===== src/rtl/flopr.sv =====
// Parameterized pipeline register with asynchronous active-high clear.
// Sits on every stage boundary; field layout belongs to the caller.
module flopr #(
  parameter int                WIDTH       = 8,
  parameter logic [WIDTH-1:0]  RESET_VALUE = '0
) (
  input  logic             clk,
  input  logic             reset,
  input  logic [WIDTH-1:0] d,
  output logic [WIDTH-1:0] q
);

  if (WIDTH < 1) begin : g_width_chk
    $error("flopr: WIDTH=%0d is illegal, must be >= 1", WIDTH);
  end

  logic [WIDTH-1:0] q_d;
  logic [WIDTH-1:0] q_q;

  always_comb begin
    q_d = d;
  end

  always_ff @(posedge clk or posedge reset) begin
    if (reset) begin
      q_q <= RESET_VALUE;
    end else begin
      q_q <= q_d;
    end
  end

  assign q = q_q;

endmodule


===== config.mk =====
export PLATFORM = sky130hd
export DESIGN_NAME = flopr
export DESIGN_NICKNAME = d
export VERILOG_FILES = /design/src/rtl/flopr.sv
export SDC_FILE = /design/constraint.sdc
export NUM_CORES = 1
export LEC_CHECK = 0
export ABC_CLOCK_PERIOD_IN_PS = 800
export BUFFER_PORTS_ARGS = -buffer_cell sky130_fd_sc_hd__buf_2
export CORE_AREA = 5 5 42 44
export CTS_CLUSTER_SIZE = 14
export DETAILED_ROUTE_END_ITERATION = 16
export DIE_AREA = 0 0 47 49
export GPL_TIMING_DRIVEN = 0
export PLACE_DENSITY = 0.39
export SLEW_MARGIN = 30
export SYNTH_ARGS = -nofsm -noshare
export SYNTH_HDL_FRONTEND = slang
export SYNTH_SLANG_ARGS = --single-unit

===== constraint.sdc =====
create_clock -name clk -period 0.8 [get_ports clk]
set_input_delay 0.08 -clock clk [delete_from_list [all_inputs] [get_ports clk]]
set_output_delay 0.08 -clock clk [all_outputs]
set_load 0.02 [all_outputs]

=== Word level (Yosys, flattened, before mapping) ===
Cells that the tools add are included.

* Input bits: 10
* Register bits after elaboration: 8
* Word-level logic and storage cells: 1
* Output and inout bits: 8

=== Depth between registers and ports, before layout ===
* Word-level depth: 0
* Gate-level depth with buffers: 1
* Mapped depth without buffers: 1

=== Worst setup path after synthesis ===
No wires, ideal clock.

* Kind: register to output
* Start point: reg q_q[0] (netlist: q[0])
* End point: out q[0]
* Cell stages (with the launch flop): 1
* Arrival time: 0.416 ns
* Required time: 0.720 ns
* Setup slack: 0.304 ns
* Path through: dfrtp_1

{| class="wikitable"
|+ RTL lines
! what !! line !! RTL
|-
| from (decl) || 18 || <nowiki>logic [WIDTH-1:0] q_q;</nowiki>
|-
| from (signal assigned) || 28 || <nowiki>q_q <= q_d;</nowiki>
|-
| to (decl) || 10 || <nowiki>output logic [WIDTH-1:0] q</nowiki>
|}

No word-level cell between the ends.

=== Worst setup path in the final report ===
* Start point: reg q_q[2] (netlist: q[2])
* End point: out q[2]

No word-level cell between the ends.

==> results.md <==
- Outcome: finished with violations
- Violated checks: setup timing
- DIE HEIGHT: 49 um
- WL met3: 103 um
- Ys flop type: dfrtp_1
- Critical setup path kind: reg -> out
- Final RePlAce weighted congestion: 0.611
- Multi-input gates: 0
- Highest clock rate: 1.21 GHz
- Initial antenna violation count: 0
- Slew @ Worst Pin: 282 ps
- Final period util: 104%
- Critical Path AT: 750 ps
- Sequential area share after synthesis: 98.2%
- Share of cells above drive strength 1: 52.6%
- Number of port buffers: 17
- Yosys top cell by area: dfrtp_1
- Starting DRT DRC Count: 5
- Fin cells: 54
- Total gr overflow: 0
- Final setup vio count: 8
- Hold Path Class: in -> async
- Worst-path clk slew: 50 ps
- Flops & latches, synth: 8
- H-tree levels: 1
- Mapped cell area: 204 um2
- Cell family with most CP delay: flip-flops
- Post-synthesis cell count: 9
- Worst Path Required: 720 ps
- Post-CTS setup buffer count: 0
- Vias: 177
- Clock sinks: 8
- WL met2: 280 um
- Drt via density: 3.28
- Setup crit start kind: flip-flop
- Finished Core Util: 33.7%
- Slew HR: 81.2%
- Endpoint class of the critical path: output pin
- Power Dens Cells: 1830 mW/mm2
- CTS Buf Count: 3
- Ranking of synthesized cells by area: dfrtp_1, inv_1
- Worst-path fanout max: 1
- Critical path buffers and inverters: 1
- Async set-or-reset flop fraction in the synthesized netlist: 100%
- Post-Place Worst Slack: 220 ps
- Post-route DRC: 0
- Fin crit period: 829 ps
- Antenna Violating Nets Remaining: 0
- Mapped Nets: 19
- DRT Pass-1 Iters: 2
- Max Transition Viols Final: 0
- Unique masters post-synth: 2
- M1 WL: 180 um
- Post-synth EDFFs: 0
- Clock tree from TritonCTS: yes
- Max-cap check violation count: 0
- Top Metal Used: met3
- Antenna fix cells: 0
- Final WS setup: -29.2 ps
- Multi-input logic area: 0 um2
- Total Routing Usage GR: 6.41%
- I/O pin count: 18
- Final hold violations: 0
- First-pass GRT wire length: 924 um
- Nets@finish: 50
- RSZ-0062 raised after global routing: yes
- Wire per inst: 10.4 um
- Initial core utilization: 14.6%
- Pleak: 0.234 nW
- Worst VDD drop: 0.834 mV
- Crit-path cells: buf_6
- Std cell rows: 14
- Avg Cell Area, Syn: 22.7 um2
- Top cells by count, synth: dfrtp_1, inv_1
- Slowest CP cell: dfrtp_1
- Die Span X: 47 um
- Placed instance count: 42
- Syn. warnings: 0
- Clock buffer depth: 2
- Routed WL: 564 um
- Clk root buf: clkbuf_4
- Pin count of the biggest net entering global routing: 9
- Fin Setup TNS: -206 ps
- Largest register FFs: 8
- Area grow syn2layout: 131%
- Count leader, synth: dfrtp_1
- Vias in the first global route: 208
- Total die area: 0.00230 mm2
- Core area: 0.00140 mm2
- WHS: 303 ps
- Fillers: 146
- CP max stage delay: 370 ps
- Register area: 200 um2
- Post-synth top area share: 98.2%
==> kinds of logic after synthesis <==
family                 share of synthesized area (%)
buffers and inverters                           1.84
flip-flops                                      98.2
==> per-layer routing <==
| layer | vias to the layer above | track usage [%] |
|---|---|---|
| met5 | - | 0 |
| met4 | 0 | 4.15 |
| met3 | 0 | 7.01 |
| met2 | 15 | 8.82 |
| met1 | 78 | 5.23 |
| li1 | 84 | - |
==> where the power goes <==
| part | internal [mW] | switching [mW] |
|---|---|---|
| Combinational | 0.0821 | 0.0525 |
| Clock | 0.171 | 0.124 |
| Sequential | 0.426 | 0.00936 |
| Total | 0.679 | 0.186 |
==> layout by cell type (no fill, tap or decap) <==
| cell | n |
|---|---|
| dlygate4sd3_1 | 9 |
| buf_2 | 9 |
| buf_6 | 8 |
| dfrtp_1 | 8 |
| clkbuf_4 | 3 |
| inv_1 | 1 |
==> path summary, 6_finish.rpt <==
check	start	endpoint	slack, ps	cells after the start
max in group asynchronous	reset	q[5]$_DFF_PP0_	280	3
setup / recovery	q[2]$_DFF_PP0_	q[2]	-30	1
hold / removal	reset	q[4]$_DFF_PP0_	300	3
min in group clk	d[1]	q[1]$_DFF_PP0_	470	2
==> timing repair <==
item / CTS / global route
endpoints found under the hold margin: 16 / 0
resized for setup: 16 / 0
setup endpoints to repair: 8 / 8
hold buffers: 9 / 0
==> metrics by stage <==
stage               total power, mW  instance area (um2)
floorplan                     0.472                  204
global placement              0.515                  309
detailed placement            0.515                  309
CTS                           0.885                  472
global route                  0.921                  472
finish                        0.865                  472
==> final cells by class <==
cell class	instances	share of cell area, %
Tap cell	16	4.24
Timing Repair Buffer	26	47.7
Inverter	1	0.796
Clock buffer	3	4.77
Sequential cell	8	42.4
Power figures use the tool's default switching activity.
